**src/rtl/fetch_pkg.sv**
```systemverilog
// Shared definitions for the instruction prefetch queue: state encoding,
// instruction size and the pointer-width helper.
package fetch_pkg;

  localparam int INSTR_BYTES = 4;

  typedef enum logic {
    IDLE = 1'b0,
    RUN  = 1'b1
  } state_t;

  function automatic int ptr_width(input int depth);
    int w;
    w = 0;
    while ((1 << w) < depth) w++;
    return (w < 1) ? 1 : w;
  endfunction

endpackage

```
**src/rtl/fetch_prefetch_queue_if.sv**
```systemverilog
// Core-side fetch handshake and instruction-BRAM request/response bus.
// master = the prefetch queue, slave = core plus memory.
interface fetch_prefetch_queue_if #(
  parameter int DATA_WIDTH   = 32,
  parameter int ADDRESS_BITS = 32
);
  logic                    fetch_valid;
  logic [DATA_WIDTH-1:0]   fetch_instruction;
  logic [ADDRESS_BITS-1:0] fetch_pc;
  logic                    fetch_ready;
  logic                    i_mem_read;
  logic [ADDRESS_BITS-1:0] i_mem_address_in;
  logic [DATA_WIDTH-1:0]   i_mem_data_out;
  logic [ADDRESS_BITS-1:0] i_mem_address_out;
  logic                    i_mem_valid;
  logic                    i_mem_ready;

  modport master (
    output fetch_valid, fetch_instruction, fetch_pc, i_mem_read, i_mem_address_in,
    input  fetch_ready, i_mem_data_out, i_mem_address_out, i_mem_valid, i_mem_ready
  );

  modport slave (
    input  fetch_valid, fetch_instruction, fetch_pc, i_mem_read, i_mem_address_in,
    output fetch_ready, i_mem_data_out, i_mem_address_out, i_mem_valid, i_mem_ready
  );
endinterface

```
**src/rtl/fetch_fifo.sv**
```systemverilog
// Circular buffer holding fetched {instruction, pc} entries; flush wins over
// push and pop.
module fetch_fifo
  import fetch_pkg::*;
#(
  parameter int  WIDTH = 64,
  parameter int  DEPTH = 4,
  localparam int PTR_W = ptr_width(DEPTH)
) (
  input  logic             clock,
  input  logic             reset,
  input  logic             push,
  input  logic             pop,
  input  logic             flush,
  input  logic [WIDTH-1:0] data,
  output logic [WIDTH-1:0] head,
  output logic [PTR_W:0]   count
);

  logic [WIDTH-1:0] mem [DEPTH];
  logic [PTR_W-1:0] wr_ptr;
  logic [PTR_W-1:0] rd_ptr;
  logic             do_push;
  logic             do_pop;

  assign do_pop  = pop && (count != '0);
  assign do_push = push && ((count != (PTR_W+1)'(DEPTH)) || do_pop);
  assign head    = mem[rd_ptr];

  // Storage is left unreset; consumers qualify it with count.
  always_ff @(posedge clock) begin
    if (do_push && !flush) mem[wr_ptr] <= data;
  end

  always_ff @(posedge clock or negedge reset) begin
    if (!reset) begin
      wr_ptr <= '0;
      rd_ptr <= '0;
      count  <= '0;
    end else if (flush) begin
      wr_ptr <= '0;
      rd_ptr <= '0;
      count  <= '0;
    end else begin
      if (do_push) wr_ptr <= wr_ptr + 1'b1;
      if (do_pop)  rd_ptr <= rd_ptr + 1'b1;
      count <= count + (PTR_W+1)'(do_push) - (PTR_W+1)'(do_pop);
    end
  end

endmodule

```
**src/rtl/fetch_prefetch_queue.sv**
```systemverilog
// Instruction-fetch front end: issues sequential BRAM reads ahead of the core,
// buffers in-order returns and squashes stale ones after a redirect.
module fetch_prefetch_queue
  import fetch_pkg::*;
#(
  parameter int  DATA_WIDTH   = 32,
  parameter int  ADDRESS_BITS = 32,
  parameter int  DEPTH        = 4,
  localparam int CNT_W        = ptr_width(DEPTH) + 1
) (
  input  logic                    clock,
  input  logic                    reset,
  input  logic                    start,
  input  logic [ADDRESS_BITS-1:0] program_address,
  input  logic                    redirect,
  input  logic [ADDRESS_BITS-1:0] redirect_address,
  fetch_prefetch_queue_if.master  bus,
  output logic [CNT_W-1:0]        occupancy,
  output logic                    protocol_error
);

  localparam logic [ADDRESS_BITS-1:0] STEP = ADDRESS_BITS'(INSTR_BYTES);

  function automatic logic [ADDRESS_BITS-1:0] align(input logic [ADDRESS_BITS-1:0] a);
    return a & ~ADDRESS_BITS'(INSTR_BYTES - 1);
  endfunction

  state_t                               state;
  logic [ADDRESS_BITS-1:0]              next_addr;
  logic [ADDRESS_BITS-1:0]              expect_addr;
  logic [CNT_W-1:0]                     outstanding;
  logic [CNT_W-1:0]                     drop_count;
  logic [CNT_W-1:0]                     outstanding_net;
  logic [CNT_W:0]                       in_use;
  logic [DATA_WIDTH+ADDRESS_BITS-1:0]   head;
  logic run, redirect_run, issue, resp_ok, dropping, addr_match, push, pop, violation;

  assign run          = (state == RUN);
  assign redirect_run = run && redirect;
  // Credit rule: buffered plus in-flight never exceeds DEPTH, so a push always fits.
  assign in_use       = {1'b0, occupancy} + {1'b0, outstanding};
  assign issue        = run && bus.i_mem_ready && (in_use < (CNT_W+1)'(DEPTH)) && !redirect;
  assign resp_ok      = bus.i_mem_valid && (outstanding != '0);
  assign dropping     = resp_ok && (drop_count != '0);
  assign addr_match   = (bus.i_mem_address_out == expect_addr);
  assign push         = resp_ok && !dropping && addr_match && !redirect_run;
  assign pop          = bus.fetch_valid && bus.fetch_ready && !redirect_run;
  assign violation    = (bus.i_mem_valid && (outstanding == '0)) ||
                        (resp_ok && !dropping && !addr_match && !redirect_run);
  assign outstanding_net = outstanding - CNT_W'(resp_ok);

  assign bus.i_mem_read        = issue;
  assign bus.i_mem_address_in  = next_addr;
  assign bus.fetch_valid       = (occupancy != '0);
  assign bus.fetch_pc          = bus.fetch_valid ? head[ADDRESS_BITS-1:0] : '0;
  assign bus.fetch_instruction = bus.fetch_valid ? head[DATA_WIDTH+ADDRESS_BITS-1:ADDRESS_BITS] : '0;

  fetch_fifo #(
    .WIDTH (DATA_WIDTH + ADDRESS_BITS),
    .DEPTH (DEPTH)
  ) u_fifo (
    .clock (clock),
    .reset (reset),
    .push  (push),
    .pop   (pop),
    .flush (redirect_run),
    .data  ({bus.i_mem_data_out, bus.i_mem_address_out}),
    .head  (head),
    .count (occupancy)
  );

  always_ff @(posedge clock or negedge reset) begin
    if (!reset) begin
      state          <= IDLE;
      next_addr      <= '0;
      expect_addr    <= '0;
      outstanding    <= '0;
      drop_count     <= '0;
      protocol_error <= 1'b0;
    end else begin
      if (violation) protocol_error <= 1'b1;
      case (state)
        IDLE: begin
          if (start) begin
            state       <= RUN;
            next_addr   <= align(program_address);
            expect_addr <= align(program_address);
          end
        end
        RUN: begin
          if (redirect) begin
            // Everything still in flight after this cycle belongs to the old path.
            next_addr   <= align(redirect_address);
            expect_addr <= align(redirect_address);
            outstanding <= outstanding_net;
            drop_count  <= outstanding_net;
          end else begin
            if (issue)    next_addr   <= next_addr + STEP;
            if (push)     expect_addr <= expect_addr + STEP;
            if (dropping) drop_count  <= drop_count - 1'b1;
            outstanding <= outstanding_net + CNT_W'(issue);
          end
        end
      endcase
    end
  end

endmodule

```
**src/flat_wrapper.sv**
```systemverilog
// flat-port wrapper written by rule: the top's interface ports become plain ports
module fetch_prefetch_queue_flat import fetch_pkg::*;
#(
  parameter int  DATA_WIDTH   = 32,
  parameter int  ADDRESS_BITS = 32,
  parameter int  DEPTH        = 4,
  localparam int CNT_W        = ptr_width(DEPTH) + 1
)
  (clock, reset, start, program_address, redirect, redirect_address, occupancy, protocol_error, bus_fetch_valid, bus_fetch_instruction, bus_fetch_pc, bus_i_mem_read, bus_i_mem_address_in, bus_fetch_ready, bus_i_mem_data_out, bus_i_mem_address_out, bus_i_mem_valid, bus_i_mem_ready);
  fetch_prefetch_queue_if #(.DATA_WIDTH(DATA_WIDTH), .ADDRESS_BITS(ADDRESS_BITS)) bus_i ();
  input  logic clock;
  input  logic reset;
  input  logic start;
  input  logic [ADDRESS_BITS-1:0] program_address;
  input  logic redirect;
  input  logic [ADDRESS_BITS-1:0] redirect_address;
  output logic [CNT_W-1:0] occupancy;
  output logic protocol_error;
  output wire logic [$bits(bus_i.fetch_valid)-1:0] bus_fetch_valid;
  output wire logic [$bits(bus_i.fetch_instruction)-1:0] bus_fetch_instruction;
  output wire logic [$bits(bus_i.fetch_pc)-1:0] bus_fetch_pc;
  output wire logic [$bits(bus_i.i_mem_read)-1:0] bus_i_mem_read;
  output wire logic [$bits(bus_i.i_mem_address_in)-1:0] bus_i_mem_address_in;
  input wire logic [$bits(bus_i.fetch_ready)-1:0] bus_fetch_ready;
  input wire logic [$bits(bus_i.i_mem_data_out)-1:0] bus_i_mem_data_out;
  input wire logic [$bits(bus_i.i_mem_address_out)-1:0] bus_i_mem_address_out;
  input wire logic [$bits(bus_i.i_mem_valid)-1:0] bus_i_mem_valid;
  input wire logic [$bits(bus_i.i_mem_ready)-1:0] bus_i_mem_ready;
  assign bus_fetch_valid = bus_i.fetch_valid;
  assign bus_fetch_instruction = bus_i.fetch_instruction;
  assign bus_fetch_pc = bus_i.fetch_pc;
  assign bus_i_mem_read = bus_i.i_mem_read;
  assign bus_i_mem_address_in = bus_i.i_mem_address_in;
  assign bus_i.fetch_ready = bus_fetch_ready;
  assign bus_i.i_mem_data_out = bus_i_mem_data_out;
  assign bus_i.i_mem_address_out = bus_i_mem_address_out;
  assign bus_i.i_mem_valid = bus_i_mem_valid;
  assign bus_i.i_mem_ready = bus_i_mem_ready;
  fetch_prefetch_queue #(.DATA_WIDTH(DATA_WIDTH), .ADDRESS_BITS(ADDRESS_BITS), .DEPTH(DEPTH)) u_core (.clock(clock), .reset(reset), .start(start), .program_address(program_address), .redirect(redirect), .redirect_address(redirect_address), .bus(bus_i), .occupancy(occupancy), .protocol_error(protocol_error));
endmodule
```
**config.mk**
```make
export PLATFORM = sky130hd
export DESIGN_NAME = fetch_prefetch_queue_flat
export DESIGN_NICKNAME = d
export VERILOG_FILES = /design/src/rtl/fetch_pkg.sv /design/src/rtl/fetch_prefetch_queue_if.sv /design/src/rtl/fetch_fifo.sv /design/src/rtl/fetch_prefetch_queue.sv /design/src/flat_wrapper.sv
export SDC_FILE = /design/constraint.sdc
export NUM_CORES = 1
export LEC_CHECK = 0
export ABC_AREA = 1
export ABC_CLOCK_PERIOD_IN_PS = 4600
export CAP_MARGIN = 0
export CORE_MARGIN = 1.5
export CORE_UTILIZATION = 50
export CTS_CLUSTER_DIAMETER = 30
export DETAILED_ROUTE_END_ITERATION = 10
export PLACE_DENSITY = 0.79
export RECOVER_POWER = 50
export SLEW_MARGIN = 40
export SYNTH_ARGS = -nofsm -noshare
export SYNTH_HDL_FRONTEND = slang
export SYNTH_SLANG_ARGS = --single-unit
```
**constraint.sdc**
```tcl
create_clock -name clock -period 4.6 [get_ports clock]
set_clock_uncertainty 0.2 [all_clocks]
set_input_delay 0.46 -clock clock [delete_from_list [all_inputs] [get_ports clock]]
set_output_delay 0.46 -clock clock [all_outputs]
set_load 0.01 [all_outputs]
```
* After elaboration in Yosys (flattened, before gate mapping) *
Memories as Yosys holds them, arrays and structs flattened.
Cells that the tools add are included.

word-level totals
  bits in registers = 79
  bits in writable memories = 256
  input port bits = 135
  output and inout port bits = 102
  word-level logic and storage cells = 81
  memories = 1

memory list
  name               words  width  read ports  clocked after memory_dff  write ports  line              source
  u_core.u_fifo.mem  4      64     1           0                         1            fetch_fifo.sv:20  logic [WIDTH-1:0] mem [DEPTH];

cells by class
  add/sub/neg operators = 10
  order comparisons = 1
  eq/ne operators = 5
  multiplexer cells = 21
  bitwise operators = 1
  reduce and logical (&&, ||, !) cells = 33

operators by type and width
  cell                   count
  $mux 32                7
  $pmux 32 s2            2
  $add 32x3->32 const B  2
  $eq 32x32->1           1
  $logic_and 1x1->1      17
  $mux 3                 4
  $ne 3x3->1 const B     3
  $reduce_bool 3->1      3
  $mux 2                 4
  $add 3x1->3            2
  $reduce_and 2->1       3
  $reduce_bool 2->1      3
  $sub 3x1->3            2
  $add 2x1->2 const B    2
  $add 3x3->4            1
  $logic_not 1->1        4
  $lt 4x3->1 const B     1
  $mux 1                 4
  $logic_not 3->1        1
  $sub 3x1->3 const B    1
  $logic_or 1x1->1       2
  $ne 2x2->1 const B     1
  $not 1->1              1

* Logic depth before layout (Yosys ltp) *
Gate-level depths: netlist (run 1).

  depth in word-level cells = 11
  depth in mapped cells = 16
  gate-level depth less buffers = 16

* Modules after synthesis *
A second synthesis (run 1) with hierarchy kept.

second synthesis, totals
  cells, all modules = 1752
  area total of the unflattened synthesis = 16256.8 µm²

by module, submodules not included
  module                times used  cells each  area an instance (µm²)  sequential area each (µm²)
  fetch_fifo            1           682         10032.1                 7862.5
  fetch_prefetch_queue  1           1070        6224.7                  1701.6

* Worst setup path before layout (run 1) *
Ideal clock, no wire load.

  path kind = register -> register
  start = reg u_core.drop_count[0]
  end = mem u_core.u_fifo.mem[0][0], enable pin
  library setup time = 0.487 ns
  arrival = 3.934 ns
  required time = 3.913 ns
  setup slack = -0.021 ns
  cell stages (with the launch flop) = 9
  buffers on the path = 0
  clock period less this slack = 4.621 ns
  cell sequence = dfrtp_1 > inv_1 > ha_1 > nand2_1 > nor2_1 > nand2_1 > a21oi_1 > nand3_1 > nor2_1

between the ends
  word-level cells in the longest chain between the ends = 10

ends and longest elaborated chain
  item                            line                         source
  start: declaration              fetch_prefetch_queue.sv:32   logic [CNT_W-1:0] drop_count;
  start signal: assignment        fetch_prefetch_queue.sv:96   drop_count <= outstanding_net;
  start signal: assignment        fetch_prefetch_queue.sv:100  if (dropping) drop_count <= drop_count - 1'b1;
  $reduce_bool 3->1               fetch_prefetch_queue.sv:44   assign dropping = resp_ok && (drop_count != '0);
  $logic_and 1x1->1               fetch_prefetch_queue.sv:44
  $logic_not 1->1                 fetch_prefetch_queue.sv:46   assign push = resp_ok && !dropping && addr_match && !redirect_run;
  $logic_and 1x1->1 (3 in a row)  fetch_prefetch_queue.sv:46
  $logic_and 1x1->1               fetch_fifo.sv:27             assign do_push = push && ((count != (PTR_W+1)'(DEPTH)) || do_pop);
  $logic_and 1x1->1               fetch_fifo.sv:32             if (do_push && !flush) mem[wr_ptr] <= data;
  $mux 1                          fetch_fifo.sv:32
  $mux 1 (implied by the code)    fetch_fifo.sv:32
  end: declaration                fetch_fifo.sv:20

Every way passes these cells.

* Final worst setup path (run 1) *
  start = reg u_core.state (netlist: u_core.run)
  end = out bus_i_mem_read

between the ends
  word-level cells in the longest chain between the ends = 3

ends and longest elaborated chain
  item                            line                        source
  start: declaration              fetch_prefetch_queue.sv:28  state_t state;
  start signal: assignment        fetch_prefetch_queue.sv:74  state <= IDLE;
  start signal: assignment        fetch_prefetch_queue.sv:85  state <= RUN;
  $logic_and 1x1->1 (3 in a row)  fetch_prefetch_queue.sv:42  assign issue = run && bus.i_mem_ready && (in_use < (CNT_W+1)'(DEPTH)) && !redirect;
  end: declaration                flat_wrapper.sv:22          output wire logic [$bits(bus_i.i_mem_read)-1:0] bus_i_mem_read;

Every way passes these cells.

==> impl_metrics.json, run 1 <==
{
  "wl_met1_um": 17800,
  "dp.cells": 2367,
  "post-dp-hpwl_um": 28700,
  "via_density": 5.45,
  "failing_checks": "capacitance limit, slew limit",
  "worstHoldPathType": "primary input to flip-flop",
  "ys_dominant_reg_cell": "sky130_fd_sc_hd__edfxtp_1",
  "synth.top_cells.by_count": "sky130_fd_sc_hd__nor2_1, sky130_fd_sc_hd__nand2_1, sky130_fd_sc_hd__edfxtp_1",
  "place_area_sq_um": 18900,
  "synth_warnings": 0,
  "fraction_of_layout_instances_using_a_drive_strength_above_1": 0.0698,
  "io-pin-count": 237,
  "synthMostInstantiatedCell": "sky130_fd_sc_hd__nor2_1",
  "number_of_antenna_violations_at_the_first_check_in_global_routing": 7,
  "area_growth_pct": 29.2,
  "postcts_setup_bufs": 0,
  "worst_path_dominant_cell_family": "buffers and inverters",
  "timing.final.setup_violations": 0,
  "min_period_over_period": 0.845,
  "routed_wl_um": 44400,
  "met2_wirelength_um": 21700,
  "initial_utilization": 0.511,
  "tritoncts": "built",
  "die_width_um": 183,
  "cts_repair_resize_count": 0,
  "rsz0062_at_grt": "no",
  "cap_viol_max_count": 2,
  "async_s_r_ff_share_synth": 0.227,
  "clk_transition_reported_paths_ps": 50,
  "post-route-min-period_ps": 3890,
  "grt_max_degree": 109,
  "timing.slew.headroom": -0.552,
  "numClockSinks": 331,
  "timing.rr.start": "u_core.run",
  "core_area_sq_um": 31700,
  "pre_cts_ws_ps": 752,
  "io_buffer_count": 230,
  "fp.dieH_um": 183,
  "cp_num_buf_inv": 4,
  "holdBufCountCts": 1,
  "final-hold-violation-count": 0,
  "worst_ep_arrival_time_ps": 3230,
  "detailed_route_iter0_violations": 1143,
  "seq_area_frac_synth": 0.590,
  "die_ar_sq_um": 33500,
  "final_cell_count_no_fill": 2486,
  "cts_max_path_buffers": 3,
  "wire_per_inst_um": 17.9,
  "tightestPinTransition_ps": 2330,
  "totalPowerFinal_mw": 9.00,
  "critical_path_peak_fanout": 32,
  "gp_congestion": 0.937,
  "synth_cells": 1796,
  "leakagePower_nw": 8.38,
  "highest_layer": "met5",
  "hold-path-cell-count": 3,
  "cts-buffers-inserted": 60,
  "critical_path.slowest_cell": "sky130_fd_sc_hd__clkdlybuf4s50_1",
  "syn-mean-instance-area_sq_um": 9.03,
  "synth.area.top_cells": "sky130_fd_sc_hd__edfxtp_1, sky130_fd_sc_hd__dfrtp_1, sky130_fd_sc_hd__nor2_1",
  "data_required_time_at_the_worst_endpoint_ps": 3940,
  "layout.filler_cells": 2448,
  "slew_viol_final": 42,
  "reg2reg_slack_ps": 860,
  "syn_area_sq_um": 16200,
  "cp-end-kind": "primary output",
  "clockRootBuffer": "sky130_fd_sc_hd__clkbuf_16",
  "crit_path_max_incr_delay_ps": 640,
  "grt_util_all_layers": 0.262,
  "fp-row-count": 65,
  "clk_latency_ps": 580,
  "drtPass1Iterations": 7,
  "h-tree-depth": 2,
  "run_status": "complete, but fails checks",
  "grt_remaining_overflow": 0,
  "synth_top_area_share": 0.474,
  "worstHoldStart": "bus_i_mem_valid",
  "synth.lib_cells_used.distinct": 44,
  "p_per_area_nw_per_um2": 430,
  "max_vdd_drop_v": 0.000285,
  "timing.critical_path.cells": "buf_4 -> inv_2 -> nor2_4 -> inv_1 -> nor3_1 -> clkdlybuf4s50_1",
  "ys_seq_elements": 331,
  "vias": 13500,
  "wl_met3_um": 3760,
  "nets": 2179,
  "stdcell_area_sq_um": 21000,
  "grt_pass1_vias": 13100,
  "max_freq_mhz": 257,
  "grt_first_pass_wirelength_um": 68600,
  "final.setup.worst_slack_ps": 712,
  "setup.worst_path.class": "flip-flop to primary output",
  "postRouteAntennaNets": 0,
  "fin_util": 0.661,
  "synth_edf_count": 256,
  "critical_path.reg2reg.endpoint": "u_core.expect_addr[12]",
  "start_kind": "flip-flop",
  "synth_area_leader_cell": "sky130_fd_sc_hd__edfxtp_1",
  "worst-r2r-cell-count": 6,
  "remaining_drc_errors": 0,
  "endpoint_with_the_worst_hold_slack": "u_core.protocol_error"
}
sequential cells by signal (all words and copies together) (netlist names):
name and flops:
u_core.outstanding 3, u_core.protocol_error 1, u_core.u_fifo.wr_ptr 2, u_core.u_fifo.mem 256, u_core.run 1, u_core.u_fifo.rd_ptr 2, u_core.u_fifo.count 3, u_core.bus.i_mem_address_in 30
u_core.expect_addr 30, u_core.drop_count 3
where the power goes:
part	internal (mW)	switching [mW]	leakage [nW]
clock network	2.85	1.57	0.993
logic	0.431	0.564	4.17
registers	3.37	0.216	3.22
layout by cell type, fill, tap and decap left out, types with 3 or more instances in the layout:
cell type	netlist	layout
sky130_fd_sc_hd__clkdlybuf4s50_1	0	129
sky130_fd_sc_hd__o21ai_0	163	163
sky130_fd_sc_hd__clkbuf_16	0	60
sky130_fd_sc_hd__ha_1	15	15
sky130_fd_sc_hd__o21bai_1	3	3
sky130_fd_sc_hd__clkinv_1	6	12
sky130_fd_sc_hd__nand3b_1	4	4
sky130_fd_sc_hd__a31oi_1	6	6
sky130_fd_sc_hd__nor2_1	375	372
sky130_fd_sc_hd__inv_6	0	9
sky130_fd_sc_hd__nor2_2	5	4
sky130_fd_sc_hd__edfxtp_1	256	256
sky130_fd_sc_hd__nand3_1	85	85
sky130_fd_sc_hd__clkinvlp_4	0	8
sky130_fd_sc_hd__clkbuf_1	48	7
sky130_fd_sc_hd__o211ai_1	3	3
sky130_fd_sc_hd__inv_2	4	5
sky130_fd_sc_hd__bufinv_16	0	7
sky130_fd_sc_hd__nand4_1	12	12
sky130_fd_sc_hd__clkinv_2	0	7
sky130_fd_sc_hd__nor2_4	3	7
sky130_fd_sc_hd__inv_1	171	170
sky130_fd_sc_hd__diode_2	0	6
sky130_fd_sc_hd__buf_12	0	5
sky130_fd_sc_hd__nor3_1	14	14
sky130_fd_sc_hd__dlygate4sd3_1	0	101
sky130_fd_sc_hd__buf_4	2	11
sky130_fd_sc_hd__a21oi_1	99	99
sky130_fd_sc_hd__o22ai_1	15	15
sky130_fd_sc_hd__xor2_1	17	17
sky130_fd_sc_hd__dfrtp_1	75	73
sky130_fd_sc_hd__clkinv_4	0	6
sky130_fd_sc_hd__o21ai_1	5	5
sky130_fd_sc_hd__xnor2_1	11	11
sky130_fd_sc_hd__nand2_1	330	331
sky130_fd_sc_hd__a22o_1	17	17
through the flow:
stage	TNS [ps]	hold slack (ps)
6_report	0	282
5_1_grt	0	281
4_1_cts	0	218
3_5_place_dp	0	282
3_3_place_gp	0	274
2_1_floorplan	-5320	-35.6
tightest hold or removal path, delay by kind of cell:
family	cells	cell delay [ps]
and+or+nand+nor	2	140
buffers and inverters	1	430
final cells by class:
| cell class | count | area [sq um] | share of cell area |
|---|---|---|---|
| Sequential cell | 331 | 9570 | 0.457 |
| Multi-Input combinational cell | 1203 | 5610 | 0.268 |
| Timing Repair Buffer | 251 | 2500 | 0.120 |
| Clock buffer | 65 | 1540 | 0.0735 |
| Inverter | 181 | 679 | 0.0324 |
| Clock inverter | 47 | 532 | 0.0254 |
| Tap cell | 402 | 503 | 0.0240 |
| Antenna cell | 6 | 15.0 | 0.000717 |
per-layer routing:
metal / GRT usage / up-vias
li1: - / 6466
met1: 0.328 / 6373
met2: 0.454 / 603
met3: 0.0568 / 92
met4: 0.0830 / 6
met5: 0 / -
kinds of logic after synthesis:
kind of cell             count (synthesis)  synth area share
flip-flops                             331             0.590
XOR/XNOR                                28            0.0151
AND/OR/NAND/NOR                        836             0.209
AO/OA/AOI/OAI                          321             0.108
buffers and inverters                  263            0.0655
other                                    1          0.000231
adder cells (fa/ha/maj)                 16            0.0128
worst max-delay path by stage:
stage,startpoint,endpoint,slack (ps),cells after the start
after detailed placement,bus_i_mem_address_out[23],u_core.u_fifo.mem[2][57],750,9
final,u_core.run,bus_i_mem_read,710,6
after global placement,bus_i_mem_address_out[23],u_core.u_fifo.mem[2][57],790,9
after CTS,u_core.run,bus_i_mem_read,720,6
after floorplan,u_core.drop_count[0],u_core.u_fifo.mem[0][0],-20,8
after global routing,u_core.run,bus_i_mem_read,500,6
(Power assumes the default switching activity.)
==> run 2: changes to the inputs <==
ABC_CLOCK_PERIOD_IN_PS = 3900   (was 4600)
PLACE_DENSITY = 0.76   (was 0.79)
clock period = 3.9 ns   (was 4.6 ns; I/O delays follow)
==> impl_metrics.json, run 2 (synthesized netlist as in run 1, its figures left out) <==
{
  "post-route-min-period_ps": 3430,
  "remaining_drc_errors": 0,
  "slew_viol_final": 71,
  "max_freq_mhz": 291,
  "layout_common_cells": "sky130_fd_sc_hd__nor2_1, sky130_fd_sc_hd__nand2_1, sky130_fd_sc_hd__edfxtp_1, sky130_fd_sc_hd__inv_1, sky130_fd_sc_hd__o21ai_0",
  "cts-buffers-inserted": 61,
  "failing_checks": "capacitance limit, slew limit",
  "grt_max_degree": 130,
  "die_ar_sq_um": 33500,
  "post-dp-hpwl_um": 28600,
  "intPower_mw": 7.92,
  "fraction_of_layout_instances_using_a_drive_strength_above_1": 0.0732,
  "timing.final.setup_violations": 0,
  "routed_wl_um": 43400,
  "place_area_sq_um": 19000,
  "cp_num_buf_inv": 3,
  "pre_cts_ws_ps": 657,
  "nets": 2188,
  "max_vdd_drop_v": 0.000368,
  "timing.rr.start": "u_core.run",
  "cts_max_path_buffers": 3,
  "number_of_antenna_violations_at_the_first_check_in_global_routing": 4,
  "final-hold-violation-count": 0,
  "area_growth_pct": 30.0,
  "grt_util_all_layers": 0.258,
  "run_status": "complete, but fails checks",
  "timing.slew.headroom": -0.418,
  "cts_repair_resize_count": 0,
  "worst_path_dominant_cell_family": "buffers and inverters",
  "seqPwrFrac": 0.395,
  "fp.dieH_um": 183,
  "data_required_time_at_the_worst_endpoint_ps": 3310,
  "p_per_area_nw_per_um2": 506,
  "tns_ps": 0,
  "highest_layer": "met4",
  "grt_pass1_vias": 13100,
  "wire_per_inst_um": 17.4,
  "fp-row-count": 65,
  "stdcell_area_sq_um": 21100,
  "cap_viol_max_count": 2,
  "max_flop_register": "u_core.u_fifo.mem",
  "rsz0062_at_grt": "no",
  "clk_transition_reported_paths_ps": 40,
  "switching_power_total_mw": 2.75,
  "min_period_over_period": 0.880,
  "worstHoldPathType": "primary input to flip-flop",
  "drtPass1Iterations": 5,
  "crit_path_max_incr_delay_ps": 680,
  "initial_utilization": 0.511,
  "io-pin-count": 237,
  "switching_share_of_total_power": 0.258,
  "die_width_um": 183,
  "postcts_setup_bufs": 0,
  "max_reg_flops": 256,
  "detailed_route_iter0_violations": 1005,
  "numClockSinks": 331,
  "start_kind": "flip-flop",
  "timing.critical_path.cells": "inv_2 -> nor2_1 -> inv_1 -> nor3_1 -> clkdlybuf4s50_1",
  "final.setup.worst_slack_ps": 468,
  "critical_path_peak_fanout": 22,
  "gp_congestion": 0.947,
  "worst_ep_arrival_time_ps": 2840,
  "h-tree-depth": 2,
  "cp-end-kind": "primary output",
  "worstHoldStart": "bus_i_mem_valid",
  "wl_met3_um": 3670,
  "holdWs_ps": 244,
  "via_density": 5.38,
  "io_buffer_count": 230,
  "grt_first_pass_wirelength_um": 67800,
  "dp.cells": 2375,
  "critical_path.slowest_cell": "sky130_fd_sc_hd__dfrtp_1",
  "critical_path.startpoint": "u_core.run",
  "p_clk_frac": 0.494,
  "final_common_cell": "sky130_fd_sc_hd__nor2_1",
  "leakagePower_nw": 8.43,
  "p_comb_frac": 0.111,
  "clk_latency_ps": 570,
  "vias": 13400,
  "tightestPinTransition_ps": 2130,
  "final_cell_count_no_fill": 2495,
  "tritoncts": "built",
  "core_area_sq_um": 31700,
  "setup.worst_path.class": "flip-flop to primary output",
  "met2_wirelength_um": 21000,
  "wl_met1_um": 17400,
  "clockRootBuffer": "sky130_fd_sc_hd__clkbuf_16",
  "grt_remaining_overflow": 0,
  "postRouteAntennaNets": 0
}
[run 2: cell count changes in the layout (fill, tap and decap cells not counted), sizes merged]
| cell | before | now |
|---|---|---|
| dlygate4sd3 | 101 | 99 |
| clkbuf | 70 | 75 |
| bufinv | 7 | 8 |
| diode | 6 | 4 |
| clkdlybuf4s50 | 129 | 131 |
| clkinvlp | 8 | 10 |
| inv | 187 | 182 |
| buf | 16 | 22 |
| clkinv | 26 | 28 |
[run 2: power groups by stage]
stage / clock (mW) / sequential (mW) / combinational, mW
2_1_floorplan: 0 / 4.24 / 0.652
3_3_place_gp: 0 / 4.27 / 1.19
3_5_place_dp: 0 / 4.27 / 1.22
4_1_cts: 5.32 / 4.22 / 1.23
5_1_grt: 5.49 / 4.25 / 1.34
6_report: 5.27 / 4.22 / 1.18
[run 2: layout make-up]
type / instances / area (sq um)
flip-flops and latches: 331 / 9570
clock buffers: 68 / 1550
clock inverters: 47 / 549
repair buffers: 259 / 2610
well taps: 402 / 503
inverters: 181 / 681
multi-input cells: 1203 / 5610
fillers: 2464 / 10600
diodes: 4 / 10.0
[run 2: metrics by stage]
stage,utilization,total power [mW]
2_1_floorplan,-,4.89
3_3_place_gp,0.599,5.46
3_5_place_dp,0.599,5.50
4_1_cts,0.665,10.8
5_1_grt,0.665,11.1
6_report,0.665,10.7
[run 2: final timing paths]
path,cells past startpoint,slack [ps],end
worst max register to register,5,750,u_core.expect_addr[29]
worst min register to register,2,270,u_core.protocol_error
min in group asynchronous,2,780,u_core.bus.i_mem_address_in[26]
max in group asynchronous,3,840,u_core.bus.i_mem_address_in[4]
worst min-delay path,3,240,u_core.protocol_error
worst max-delay path,5,470,bus_i_mem_read
[run 2: worst reg2reg max path, delay by kind of cell, from the launching register on]
kind / cells / cell delay [ps]
AND/OR/NAND/NOR: 4 / 1000
flip-flops: 1 / 680
buffers and inverters: 1 / 1150
[run 2: metal layers]
metal,GRT usage,vias to the layer above
li1,-,6472
met1,0.323,6257
met2,0.440,587
met3,0.0586,97
met4,0.0961,0
met5,0,-
[run 2: repair_timing]
item | in CTS | in global routing
endpoints found under the setup margin | 0 | 0
hold buffers | 1 | 0
hold endpoints to repair | 35 | 0
==> run 3: changes to the inputs <==
CORE_ASPECT_RATIO = 0.6   (was default)
==> impl_metrics.json, run 3 (synthesized netlist as in run 1, its figures left out) <==
{
  "h-tree-depth": 2,
  "worstHoldPathType": "primary input to flip-flop",
  "routed_wl_um": 47200,
  "run_status": "complete, but fails checks",
  "layout_common_cells": "sky130_fd_sc_hd__nor2_1, sky130_fd_sc_hd__nand2_1, sky130_fd_sc_hd__edfxtp_1, sky130_fd_sc_hd__inv_1, sky130_fd_sc_hd__o21ai_0",
  "intPower_mw": 7.25,
  "setup.worst_path.class": "flip-flop to primary output",
  "cp-end-kind": "primary output",
  "number_of_antenna_violations_at_the_first_check_in_global_routing": 5,
  "via_density": 5.48,
  "numClockSinks": 331,
  "worst_ep_arrival_time_ps": 2810,
  "final_cell_count_no_fill": 2485,
  "min_period_over_period": 0.871,
  "dp.cells": 2393,
  "fp-row-count": 50,
  "clk_transition_reported_paths_ps": 50,
  "timing.slew.headroom": -0.495,
  "crit_path_max_incr_delay_ps": 510,
  "clk_latency_ps": 550,
  "switching_power_total_mw": 2.57,
  "final_common_cell": "sky130_fd_sc_hd__nor2_1",
  "final-hold-violation-count": 0,
  "post-route-min-period_ps": 3400,
  "tritoncts": "built",
  "gp_congestion": 0.978,
  "cap_viol_max_count": 1,
  "cts-buffers-inserted": 46,
  "p_comb_frac": 0.123,
  "max_reg_flops": 256,
  "rsz0062_at_grt": "no",
  "timing.critical_path.cells": "clkinv_2 -> buf_4 -> o21ai_0 -> a21oi_1 -> clkdlybuf4s50_1",
  "failing_checks": "capacitance limit, slew limit",
  "leakagePower_nw": 8.22,
  "cts_max_path_buffers": 3,
  "tns_ps": 0,
  "detailed_route_iter0_violations": 1546,
  "nets": 2177,
  "critical_path.slowest_cell": "sky130_fd_sc_hd__clkdlybuf4s50_1",
  "wire_per_inst_um": 19.0,
  "reg2reg_slack_ps": 510,
  "max_vdd_drop_v": 0.000291,
  "place_area_sq_um": 19000,
  "remaining_drc_errors": 0,
  "grt_pass1_vias": 12800,
  "grt_first_pass_wirelength_um": 72500,
  "die_width_um": 235,
  "totalPowerFinal_mw": 9.82,
  "grt_max_degree": 130,
  "die_ar_sq_um": 33600,
  "grt_util_all_layers": 0.280,
  "data_required_time_at_the_worst_endpoint_ps": 3310,
  "max_freq_mhz": 294,
  "initial_utilization": 0.514,
  "timing.final.setup_violations": 0,
  "clockRootBuffer": "sky130_fd_sc_hd__clkbuf_16",
  "p_clk_frac": 0.448,
  "p_per_area_nw_per_um2": 476,
  "fin_util": 0.654,
  "switching_share_of_total_power": 0.261,
  "max_flop_register": "u_core.u_fifo.mem",
  "stdcell_area_sq_um": 20600,
  "tightestPinTransition_ps": 2240,
  "area_growth_pct": 27.3,
  "critical_path_peak_fanout": 49,
  "core_area_sq_um": 31500,
  "vias": 13600,
  "fraction_of_layout_instances_using_a_drive_strength_above_1": 0.0640,
  "grt_remaining_overflow": 0,
  "io-pin-count": 237,
  "start_kind": "flip-flop",
  "postRouteAntennaNets": 0,
  "seqPwrFrac": 0.428,
  "fp.dieH_um": 142,
  "slew_viol_final": 37,
  "post-dp-hpwl_um": 31400,
  "drtPass1Iterations": 7,
  "io_buffer_count": 230
}
run 3: cell count changes in the layout (fill, tap and decap cells not counted), moves of 2 or more:
cell	before	now
sky130_fd_sc_hd__buf_4	13	20
sky130_fd_sc_hd__clkbuf_1	13	8
sky130_fd_sc_hd__clkinvlp_4	10	8
sky130_fd_sc_hd__inv_2	4	2
sky130_fd_sc_hd__clkinv_8	0	2
sky130_fd_sc_hd__clkinv_4	10	3
sky130_fd_sc_hd__inv_16	2	0
sky130_fd_sc_hd__buf_12	9	6
sky130_fd_sc_hd__clkbuf_16	61	47
run 3: path summary, 6_finish.rpt:
check / from / end / depth (start not counted)
setup reg to reg: u_core.run / u_core.bus.i_mem_address_in[2] / 5
min in group asynchronous: reset / u_core.bus.i_mem_address_in[7] / 2
hold / removal: bus_i_mem_valid / u_core.protocol_error / 3
max in group asynchronous: reset / u_core.u_fifo.rd_ptr[0] / 3
hold reg to reg: u_core.protocol_error / u_core.protocol_error / 2
setup / recovery: u_core.u_fifo.rd_ptr[0] / bus_fetch_pc[30] / 5
run 3: area by class of cell:
cell class	instances	area, sq um
fillers	2480	10900
flip-flops and latches	331	9570
well taps	416	520
diodes	5	12.5
multi-input cells	1203	5610
clock buffers	50	1190
inverters	181	683
clock inverters	36	454
repair buffers	263	2600
run 3: per-stage QoR:
step                      setup slack (ps)  hold slack, ps
after detailed placement               583             203
after floorplan                       -721            -106
final                                  504             269
after global placement                 655             258
after global routing                   289             291
after CTS                              451             166
run 3: metal layers:
layer | up-vias | wire [um] | global-route usage
li1 | 6449 | - | -
met1 | 6459 | 21300 | 0.419
met2 | 643 | 20500 | 0.416
met3 | 57 | 4720 | 0.0673
met4 | 6 | 591 | 0.0574
met5 | - | 34 | 0
run 3: what timing repair did:
| action | 4_1_cts | 5_1_grt |
|---|---|---|
| hold buffers | 1 | 0 |
| hold endpoints to repair | 34 | 0 |
| resized for setup | 0 | 0 |
| setup buffers | 0 | 0 |
run 3: power by group through the flow:
stage / registers (mW) / clock network (mW) / logic (mW)
floorplan: 4.24 / 0 / 0.652
global placement: 4.26 / 0 / 1.19
detailed placement: 4.27 / 0 / 1.23
CTS: 4.20 / 4.44 / 1.25
global route: 4.23 / 4.59 / 1.35
finish: 4.21 / 4.40 / 1.21
run 3: worst max-delay path, delay by kind of cell, from the launching register on:
| family | cells | cell delay [ps] |
|---|---|---|
| buf+inv | 3 | 1450 |
| flops | 1 | 430 |
| compound gates | 2 | 380 |
